==> src/rtl/flit_inject_stage_if.sv <==
// Channel/local-injection bundle for flit_inject_stage; the starve signal exists only
// when INJ_STARVE_EN is defined.
interface flit_inject_stage_if #(
   parameter int CH     = 4,
   parameter int FLIT_W = 6,
   parameter int DEPTH  = 4
);
   logic [CH-1:0]          in_valid;
   logic [CH*FLIT_W-1:0]   in_flit;
   logic                   loc_valid;
   logic [FLIT_W-1:0]      loc_flit;
   logic                   loc_ready;
   logic [CH-1:0]          out_valid;
   logic [CH*FLIT_W-1:0]   out_flit;
   logic                   inj_fire;
   logic [$clog2(CH)-1:0]  inj_port;
   logic [$clog2(DEPTH):0] fifo_count;
`ifdef INJ_STARVE_EN
   logic                   starve;
`endif

   // Master is the router side that drives channels and the local core port.
   modport master (
`ifdef INJ_STARVE_EN
      input  starve,
`endif
      output in_valid, in_flit, loc_valid, loc_flit,
      input  loc_ready, out_valid, out_flit, inj_fire, inj_port, fifo_count
   );

   modport slave (
`ifdef INJ_STARVE_EN
      output starve,
`endif
      input  in_valid, in_flit, loc_valid, loc_flit,
      output loc_ready, out_valid, out_flit, inj_fire, inj_port, fifo_count
   );
endinterface

==> src/rtl/flit_inject_stage.sv <==
// Injection stage of the deflection router: registers through-flits and drops the local
// FIFO head into a free channel round-robin. Optional starvation flag: INJ_STARVE_EN.
module flit_inject_stage #(
   parameter int CH     = 4,
   parameter int FLIT_W = 6,
`ifdef INJ_STARVE_EN
   parameter int STARVE = 16,
`endif
   parameter int DEPTH  = 4
) (
   input  logic                 clk,
   input  logic                 rst,
   flit_inject_stage_if.slave   bus
);
   localparam int PW = $clog2(CH);
   localparam int AW = $clog2(DEPTH);
   localparam logic [PW:0] CH_W    = (PW+1)'(CH);
   localparam logic [AW:0] DEPTH_W = (AW+1)'(DEPTH);

   logic [FLIT_W-1:0]    mem [DEPTH];
   logic [AW-1:0]        wr_ptr;
   logic [AW-1:0]        rd_ptr;
   logic [AW:0]          count;
   logic [PW-1:0]        rr_ptr;
   logic [CH-1:0]        out_valid_q;
   logic [CH*FLIT_W-1:0] out_flit_q;
   logic                 inj_fire_q;
   logic [PW-1:0]        inj_port_q;

   logic                 push;
   logic                 inject;
   logic [CH-1:0]        free;
   logic [PW-1:0]        sel;
   logic                 found;
   logic [PW:0]          scan;
   logic [PW:0]          sel_inc;
   logic [PW-1:0]        rr_next;
   logic [CH-1:0]        inj_onehot;
   logic [FLIT_W-1:0]    head;
   logic [CH-1:0]        next_valid;
   logic [CH*FLIT_W-1:0] next_flit;

   // A full FIFO refuses pushes even when the head leaves this very cycle.
   assign bus.loc_ready = (count != DEPTH_W);
   assign push          = bus.loc_valid && (count != DEPTH_W);
   assign free          = ~bus.in_valid;
   assign inject        = (count != '0) && (|free);
   assign head          = mem[rd_ptr];

   // Round-robin scan: first free channel starting at rr_ptr, wrapping mod CH.
   always_comb begin
      sel   = '0;
      found = 1'b0;
      scan  = '0;
      for (int k = 0; k < CH; k++) begin
         scan = {1'b0, rr_ptr} + (PW+1)'(k);
         if (scan >= CH_W)
            scan = scan - CH_W;
         if (!found && free[scan[PW-1:0]]) begin
            found = 1'b1;
            sel   = scan[PW-1:0];
         end
      end
   end

   always_comb begin
      sel_inc = {1'b0, sel} + (PW+1)'(1);
      rr_next = (sel_inc == CH_W) ? '0 : sel_inc[PW-1:0];
      inj_onehot = inject ? (CH'(1) << sel) : '0;
   end

   // Idle channels register zero flits so downstream never sees stale data.
   always_comb begin
      next_valid = bus.in_valid | inj_onehot;
      next_flit  = '0;
      for (int c = 0; c < CH; c++) begin
         if (inj_onehot[c])
            next_flit[c*FLIT_W +: FLIT_W] = head;
         else if (bus.in_valid[c])
            next_flit[c*FLIT_W +: FLIT_W] = bus.in_flit[c*FLIT_W +: FLIT_W];
      end
   end

   // FIFO storage is left out of reset; pointers alone define what is queued.
   always_ff @(posedge clk) begin
      if (push)
         mem[wr_ptr] <= bus.loc_flit;
   end

   always_ff @(posedge clk) begin
      if (rst) begin
         wr_ptr      <= '0;
         rd_ptr      <= '0;
         count       <= '0;
         rr_ptr      <= '0;
         out_valid_q <= '0;
         out_flit_q  <= '0;
         inj_fire_q  <= 1'b0;
         inj_port_q  <= '0;
      end else begin
         out_valid_q <= next_valid;
         out_flit_q  <= next_flit;
         inj_fire_q  <= inject;
         if (push)
            wr_ptr <= wr_ptr + 1'b1;
         if (inject) begin
            rd_ptr     <= rd_ptr + 1'b1;
            rr_ptr     <= rr_next;
            inj_port_q <= sel;
         end
         case ({push, inject})
            2'b10:   count <= count + 1'b1;
            2'b01:   count <= count - 1'b1;
            default: count <= count;
         endcase
      end
   end

   assign bus.out_valid  = out_valid_q;
   assign bus.out_flit   = out_flit_q;
   assign bus.inj_fire   = inj_fire_q;
   assign bus.inj_port   = inj_port_q;
   assign bus.fifo_count = count;

`ifdef INJ_STARVE_EN
   localparam int SW = $clog2(STARVE + 1);
   localparam logic [SW-1:0] STARVE_W = SW'(STARVE);

   logic [SW-1:0] blocked_cnt;
   logic [SW-1:0] blocked_next;
   logic          starve_q;

   // Counts cycles the head waits behind a fully occupied channel set.
   always_comb begin
      blocked_next = blocked_cnt;
      if ((count == '0) || inject)
         blocked_next = '0;
      else if ((free == '0) && (blocked_cnt != STARVE_W))
         blocked_next = blocked_cnt + 1'b1;
   end

   always_ff @(posedge clk) begin
      if (rst) begin
         blocked_cnt <= '0;
         starve_q    <= 1'b0;
      end else begin
         blocked_cnt <= blocked_next;
         starve_q    <= (blocked_next == STARVE_W);
      end
   end

   assign bus.starve = starve_q;
`endif

endmodule

==> src/flat_wrapper.sv <==
// flat-port wrapper written by rule: the top's interface ports become plain ports
module flit_inject_stage_flat 
#(
   parameter int CH     = 4,
   parameter int FLIT_W = 6,

   parameter int DEPTH  = 4
)
  (clk, rst, bus_in_valid, bus_in_flit, bus_loc_valid, bus_loc_flit, bus_loc_ready, bus_out_valid, bus_out_flit, bus_inj_fire, bus_inj_port, bus_fifo_count);
  flit_inject_stage_if #(.CH(CH), .FLIT_W(FLIT_W), .DEPTH(DEPTH)) bus_i ();
  input  logic clk;
  input  logic rst;
  input wire logic [$bits(bus_i.in_valid)-1:0] bus_in_valid;
  input wire logic [$bits(bus_i.in_flit)-1:0] bus_in_flit;
  input wire logic [$bits(bus_i.loc_valid)-1:0] bus_loc_valid;
  input wire logic [$bits(bus_i.loc_flit)-1:0] bus_loc_flit;
  output wire logic [$bits(bus_i.loc_ready)-1:0] bus_loc_ready;
  output wire logic [$bits(bus_i.out_valid)-1:0] bus_out_valid;
  output wire logic [$bits(bus_i.out_flit)-1:0] bus_out_flit;
  output wire logic [$bits(bus_i.inj_fire)-1:0] bus_inj_fire;
  output wire logic [$bits(bus_i.inj_port)-1:0] bus_inj_port;
  output wire logic [$bits(bus_i.fifo_count)-1:0] bus_fifo_count;
  assign bus_i.in_valid = bus_in_valid;
  assign bus_i.in_flit = bus_in_flit;
  assign bus_i.loc_valid = bus_loc_valid;
  assign bus_i.loc_flit = bus_loc_flit;
  assign bus_loc_ready = bus_i.loc_ready;
  assign bus_out_valid = bus_i.out_valid;
  assign bus_out_flit = bus_i.out_flit;
  assign bus_inj_fire = bus_i.inj_fire;
  assign bus_inj_port = bus_i.inj_port;
  assign bus_fifo_count = bus_i.fifo_count;
  flit_inject_stage #(.CH(CH), .FLIT_W(FLIT_W), .DEPTH(DEPTH)) u_core (.clk(clk), .rst(rst), .bus(bus_i));
endmodule
==> config.mk <==
export PLATFORM = sky130hd
export DESIGN_NAME = flit_inject_stage_flat
export DESIGN_NICKNAME = d
export VERILOG_FILES = /design/src/rtl/flit_inject_stage_if.sv /design/src/rtl/flit_inject_stage.sv /design/src/flat_wrapper.sv
export SDC_FILE = /design/constraint.sdc
export NUM_CORES = 1
export LEC_CHECK = 0
export CAP_MARGIN = 20
export CORE_UTILIZATION = 45
export DETAILED_ROUTE_END_ITERATION = 6
export GPL_ROUTABILITY_DRIVEN = 0
export GPL_TIMING_DRIVEN = 1
export PLACE_DENSITY_LB_ADDON = 0.2
export SLEW_MARGIN = 20
export SYNTH_ARGS = -nofsm -noshare
export SYNTH_HDL_FRONTEND = slang
export SYNTH_SLANG_ARGS = --single-unit
==> constraint.sdc <==
create_clock -name clk -period 2.7 [get_ports clk]
set_clock_uncertainty 0.05 [all_clocks]
set_input_delay 0.54 -clock clk [delete_from_list [all_inputs] [get_ports clk]]
set_output_delay 0.54 -clock clk [all_outputs]
set_load 0.03 [all_outputs]
==> out/metrics.yaml <==
status: "finished, final reports clean"
hpwlAfterDp_mm: 4.522
vias_per_cell: 5.473
start_kind: "flop"
p_sw_mw: 1.364
dr.pass1.iters: 4
ys_seq_area_share_pct: 53.33
drc_errors: 0
p_seq_share_pct: 37.2
layout_commonest_cell: "clkdlybuf4s50_1"
cts_tree: "yes"
finalInstanceArea_mm2: 0.003887
yosys.area.top_type: "dfxtp_1"
synth_top_cell_area_share_pct: 28.72
post_synth_inst_count: 254
first_global_vias: 2052
syn_nets: 301
die_y_um: 82.66
fin_setup_tns_ns: 0
synth_area_leaders: "dfxtp_1 29%, edfxtp_1 25%, o211ai_1 6.2%"
setup_viol: 0
internal_power_mw: 2.183
p_sw_share_pct: 38.46
rsz0062_at_grt: "no"
wirelength_mm: 6.471
filler_cell_count: 517
syn_area_mm2: 0.002928
timing.rr.start: "u_core.bus.fifo_count[0]"
cp-startpoint: "u_core.bus.fifo_count[0]"
vias: 2255
worstHoldStart: "u_core.bus.inj_port[0]"
avgRoutedWirePerCell_um: 15.71
critPathMaxFanout: 10
power.density_mw_per_mm2: 912.5
grt_overflow: 0
grt_max_degree: 43
hold_violations: 0
ant_nets: 0
ir_worst_vdd_uv: 494.5
clk_latency_ns: 0.34
coreArea_mm2: 0.006314
htree_levels: 3
synth_area_per_cell_um2: 11.53
clk_pin_slew_ns: 0.08
root_buffer: "clkbuf_8"
path_class: "flop to output port"
arrival_ns: 1.81
grt_pass1_wl_mm: 10.11
crit_required_ns: 2.11
leakage_nw: 1.351
clkSinkCount: 66
port_buffers: 71
dpl_cell_area_mm2: 0.003717
yosys_register_bits: 66
hold-path-cell-count: 2
synth_enable_flop_cells: 24
antenna_found_initial: 0
rrSetupSlack_ns: 0.44
fmax_mhz: 416.4
yosysWarnings: 0
syn2layout_area_growth_pct: 32.78
clockPowerShare_pct: 20.1
row_count: 29
first_iter_violations: 135
drv_cap: 0
slew_headroom_pct: 71.50
final_cell_mix: "71 x clkdlybuf4s50_1, 42 x dfxtp_1, 31 x a21oi_1, 27 x nand3_1"
finalMaxSlewViolations: 0
layout.nets: 377
cts_buffer_depth: 2
cts_buffers: 9
synth_cell_types: 45
worstHoldEndpoint: "u_core.bus.inj_port[0]"
die_x_um: 82.66
ys.flop_type: "dfxtp_1"
die_area_mm2: 0.006833
io_pins: 72
globalRouteTotalUtil_pct: 20.85
hold_buffers: 0
hold_path.class: "flop to flop"
post-cts-setup-buffer-count: 0
ys_async_sr_fraction_pct: 0
start_util_pct: 46.37
drive_gt1_share_pct: 14.03
antenna_cells: 0
cts_resized: 0
p_comb_share_pct: 42.7
cp-end-kind: "output port"
reg2reg_to: "u_core.bus.fifo_count[2]"
worst_pin_slew_ns: 0.4275
post-route-min-period_ns: 2.401
timing.final.crit_share_pct: 88.94
ff2ff_path_depth: 8
stage by stage:
| step | cells | power [mW] | util, % | setup WS [ns] | hold WS (ns) |
|---|---|---|---|---|---|
| after floorplan | 254 | 2.356 | - | 0.2902 | 0.4477 |
| after global placement | 396 | 2.848 | 58.88 | 0.06877 | 0.4282 |
| after detailed placement | 396 | 2.863 | 58.88 | 0.02815 | 0.4243 |
| after CTS | 412 | 3.580 | 61.57 | 0.2789 | 0.4375 |
| after global routing | 412 | 3.775 | 61.57 | 0.2143 | 0.4740 |
| final | 412 | 3.547 | 61.57 | 0.2985 | 0.4346 |
worst max-delay path by stage:
stage	slack [ns]	end
2_1_floorplan	0.29	u_core.bus.fifo_count[2]
3_3_place_gp	0.07	u_core.bus.fifo_count[2]
3_5_place_dp	0.03	u_core.bus.fifo_count[2]
4_1_cts	0.28	bus_loc_ready
5_1_grt	0.21	bus_loc_ready
6_report	0.30	bus_loc_ready
cell families (layout without fill, tap and decap cells):
kind of cell,after synthesis,count (layout),share of synthesized area [%]
adder cells (fa/ha/maj),10,10,4.530
XOR/XNOR,2,2,0.5984
AND/OR/NAND/NOR,59,59,10.94
buffers and inverters,29,110,5.213
flip-flops,66,66,53.33
AO/OA/AOI/OAI,81,81,20.43
multiplexers,7,7,4.957
critical path: stages, from the launching register on:
cell             delay (ns)
dfxtp_1                0.31
or3b_1                 0.52
clkdlybuf4s50_1        0.65
cells in the mapped netlist (2+ instances only):
cell and count:
dfxtp_1 42, a21oi_1 31, nand3_1 27, edfxtp_1 24, o211ai_1 24, nor2_1 13
buf_2 11, inv_1 10, ha_1 9, mux4_2 6, and3_1 4, o31ai_4 4
or3_1 4, buf_6 3, nand2b_1 3, o21ai_0 3, o31a_2 3, a21o_1 2
a21oi_2 2, buf_4 2, clkbuf_1 2, xor2_1 2
final cells by class:
cell class              instances  area, um2  area share (%)
flip-flops and latches         66       1562           40.17
clock inverters                 6      42.54           1.094
inverters                      10      37.54          0.9656
well taps                      77      96.34           2.478
clock buffers                  10      127.6           3.283
multi-input cells             159       1214           31.22
repair buffers                 84      808.3           20.79
per-layer routing:
metal / share of wire [%] / routed length, um / up-vias / track usage, %
li1: - / - / 1112 / -
met1: 44 / 2861 / 1054 / 27.27
met2: 47 / 3011 / 83 / 32.46
met3: 8.0 / 515 / 6 / 7.802
met4: 1.3 / 83 / 0 / 5.345
met5: 0 / 0 / - / 0
power groups by stage:
stage / Combinational, mW / Clock, mW / Sequential (mW)
after floorplan: 0.845 / 0 / 1.51
after global placement: 1.51 / 0 / 1.34
after detailed placement: 1.52 / 0 / 1.34
after CTS: 1.53 / 0.731 / 1.32
after global routing: 1.65 / 0.781 / 1.34
final: 1.52 / 0.714 / 1.32
state kept, by name (all words and copies together), names as in the netlist, named ones only:
name / cells
u_core.bus.inj_port: 2
u_core.bus.fifo_count: 3
u_core.bus.inj_fire: 1
u_core.wr_ptr: 2
u_core.bus.out_flit: 24
u_core.mem: 24
u_core.rr_ptr: 2
u_core.bus.out_valid: 4
u_core.rd_ptr: 2
Power figures use the tool's default switching activity.
==> variant: new RTL, same settings <==
`FLIT_W` is set to 6 in 3 places; all go to 8.
--- a/src/rtl/flit_inject_stage_if.sv
+++ b/src/rtl/flit_inject_stage_if.sv
@@ -4,3 +4,3 @@
    parameter int CH     = 4,
-   parameter int FLIT_W = 6,
+   parameter int FLIT_W = 8,
    parameter int DEPTH  = 4
--- a/src/rtl/flit_inject_stage.sv
+++ b/src/rtl/flit_inject_stage.sv
@@ -4,3 +4,3 @@
    parameter int CH     = 4,
-   parameter int FLIT_W = 6,
+   parameter int FLIT_W = 8,
 `ifdef INJ_STARVE_EN
--- a/src/flat_wrapper.sv
+++ b/src/flat_wrapper.sv
@@ -4,3 +4,3 @@
    parameter int CH     = 4,
-   parameter int FLIT_W = 6,
+   parameter int FLIT_W = 8,
 
Ports: changed (resized bus_in_flit, bus_loc_flit and bus_out_flit); port bits go from 72 to 90. The function was not compared with the original's and may differ.
==> variant against the original RTL <==
  * Sequential cell count rose by 16
  * Die area rose by 13%
  * Routed wire length rose by 21%
  * Clock power rose by 17%
  * Final area rose by 18%
  * Combinational power rose by 12%
  * Area after synthesis rose by 13%
  * Setup slack got worse by 39 ps
  * Power rose by 17%
==> variant: results (changes against the original RTL) <==
Slew @ Worst Pin: 694 ps (+266 ps)
Final #Nets: 446 (+18%)
vias in the first global route: 2451 (+19%)
slowest CP cell: or3b_1
DP Cell Count: 473 (+19%)
worst slack at placement: -29.4 ps (-57.5 ps)
Total Routed Length: 7800 um (+21%)
mean area per synthesized cell: 11.6 sq um (+0.73%)
initial drt markers: 134 (-0.74%)
worst-path fanout max: 6 (-4)
status: completed
Via density: 5.25 (-4.1%)
Layout Cells excl Fill: 489 (+19%)
critical path arrival: 2660 ps (+850 ps)
ant diodes: 0 (unchanged)
Async SR Flop Fraction: 0% (unchanged)
DRT Pass-1 Iters: 6 (+2)
wire length of the first global-routing pass: 12000 um (+19%)
Post-synth EDFFs: 32 (+33%)
commonest cells in the netlist: dfxtp_1, a21oi_1, nand2_1, nand3_1, edfxtp_1
peak supply drop: 0.000533 V (+7.7%)
CP Launch Point: u_core.bus.fifo_count[0]
crit-path max cell delay: 470 ps (-180 ps)
static leakage: 1.68 nW (+24%)
Worst-Skew Late Latency: 340 ps (about the same)
cells on worst reg2reg path: 9 (+1)
Synth area leaders: dfxtp_1, edfxtp_1, a21oi_1
total CTS buffers: 9 (unchanged)
sequential area share after synthesis: 59.1% (+5.7 points)
IO buf count: 89 (+25%)
# hold bufs at CTS: 0 (unchanged)
Final WS setup: 260 ps (-38.5 ps)
Worst Setup EP: u_core.bus.fifo_count[2]
Mapped Nets: 344 (+14%)
synth unique cells: 40 (-11%)
largest net degree at the start of global routing: 39 (-9.3%)
GRT Resource Usage Total: 21.1% (+0.22 points)
reg-to-reg setup timing slack: 260 ps (-180 ps)
final HPWL from detailed placement: 5700 um (+26%)
worst hold path type: flop to flop
share of layout cells above drive strength 1: 14.0% (-0.035 points)
[variant: changes by cell type after synthesis, sizes merged, moves of 4 or more]
cell	delta
o31a	-4
buf	-5
dfxtp	+8
nand2	+35
and3	+4
edfxtp	+8
nand3	+10
a21oi	+7
o31ai	-4
o211ai	-23
[variant: cell families (layout without fill, tap and decap cells)]
kind of cell,count (synthesis),after routing,share of synthesized area [%]
AO/OA/AOI/OAI,51,51,8.63
multiplexers,9,9,5.76
flip-flops,82,82,59.1
buffers and inverters,25,132,3.54
XOR/XNOR,5,5,1.32
adder cells (fa/ha/maj),11,11,4.37
AND/OR/NAND/NOR,103,103,17.3
[variant: worst max-delay path, delay by kind of cell (launching register included)]
family	cells	cell delay (ps)
and+or+nand+nor	3	990
xor gates and xnor gates	1	160
DFF	1	320
AOI/OAI and AO/OA	1	160
adders and majority gates	2	550
buffers and inverters	2	150
[variant: report_power, final]
part	internal [mW]	switching (mW)
combinational	0.724	0.972
sequential	1.49	0.120
clock	0.394	0.445
total	2.61	1.54
[variant: layout make-up]
cell class                 count  area [sq um]
tap                           96           120
multi-input combinational    179          1240
sequential                    82          1960
clock inverter                 5          33.8
clock buffer                  11           153
inverter                       9          38.8
fill                         538          2370
timing repair buffer         107          1020
[variant: through the flow]
stage / hold slack (ps) / cell area (sq um)
global placement: 406 / 4380
floorplan: 419 / 3320
CTS: 425 / 4570
finish: 429 / 4570
detailed placement: 414 / 4380
global route: 471 / 4570
[variant: how the worst min path moves through the flow]
stage               cells after the start                endpoint  slack [ps]                   start
floorplan                               2        u_core.wr_ptr[1]         420        u_core.wr_ptr[1]
global placement                        2  u_core.bus.inj_port[1]         410  u_core.bus.inj_port[1]
detailed placement                      2  u_core.bus.inj_port[1]         410  u_core.bus.inj_port[1]
CTS                                     2  u_core.bus.inj_port[1]         420  u_core.bus.inj_port[1]
global route                            2  u_core.bus.inj_port[1]         470  u_core.bus.inj_port[1]
finish                                  2  u_core.bus.inj_port[1]         430  u_core.bus.inj_port[1]
[variant: routing by layer]
layer  vias to the layer above  track usage [%]  routed length (um)
met2                       124             36.8                3920
met1                      1219             25.5                3260
met5                         -                0                   0
met4                         0             8.05                  86
met3                         8             4.52                 539
li1                       1216                -                   -
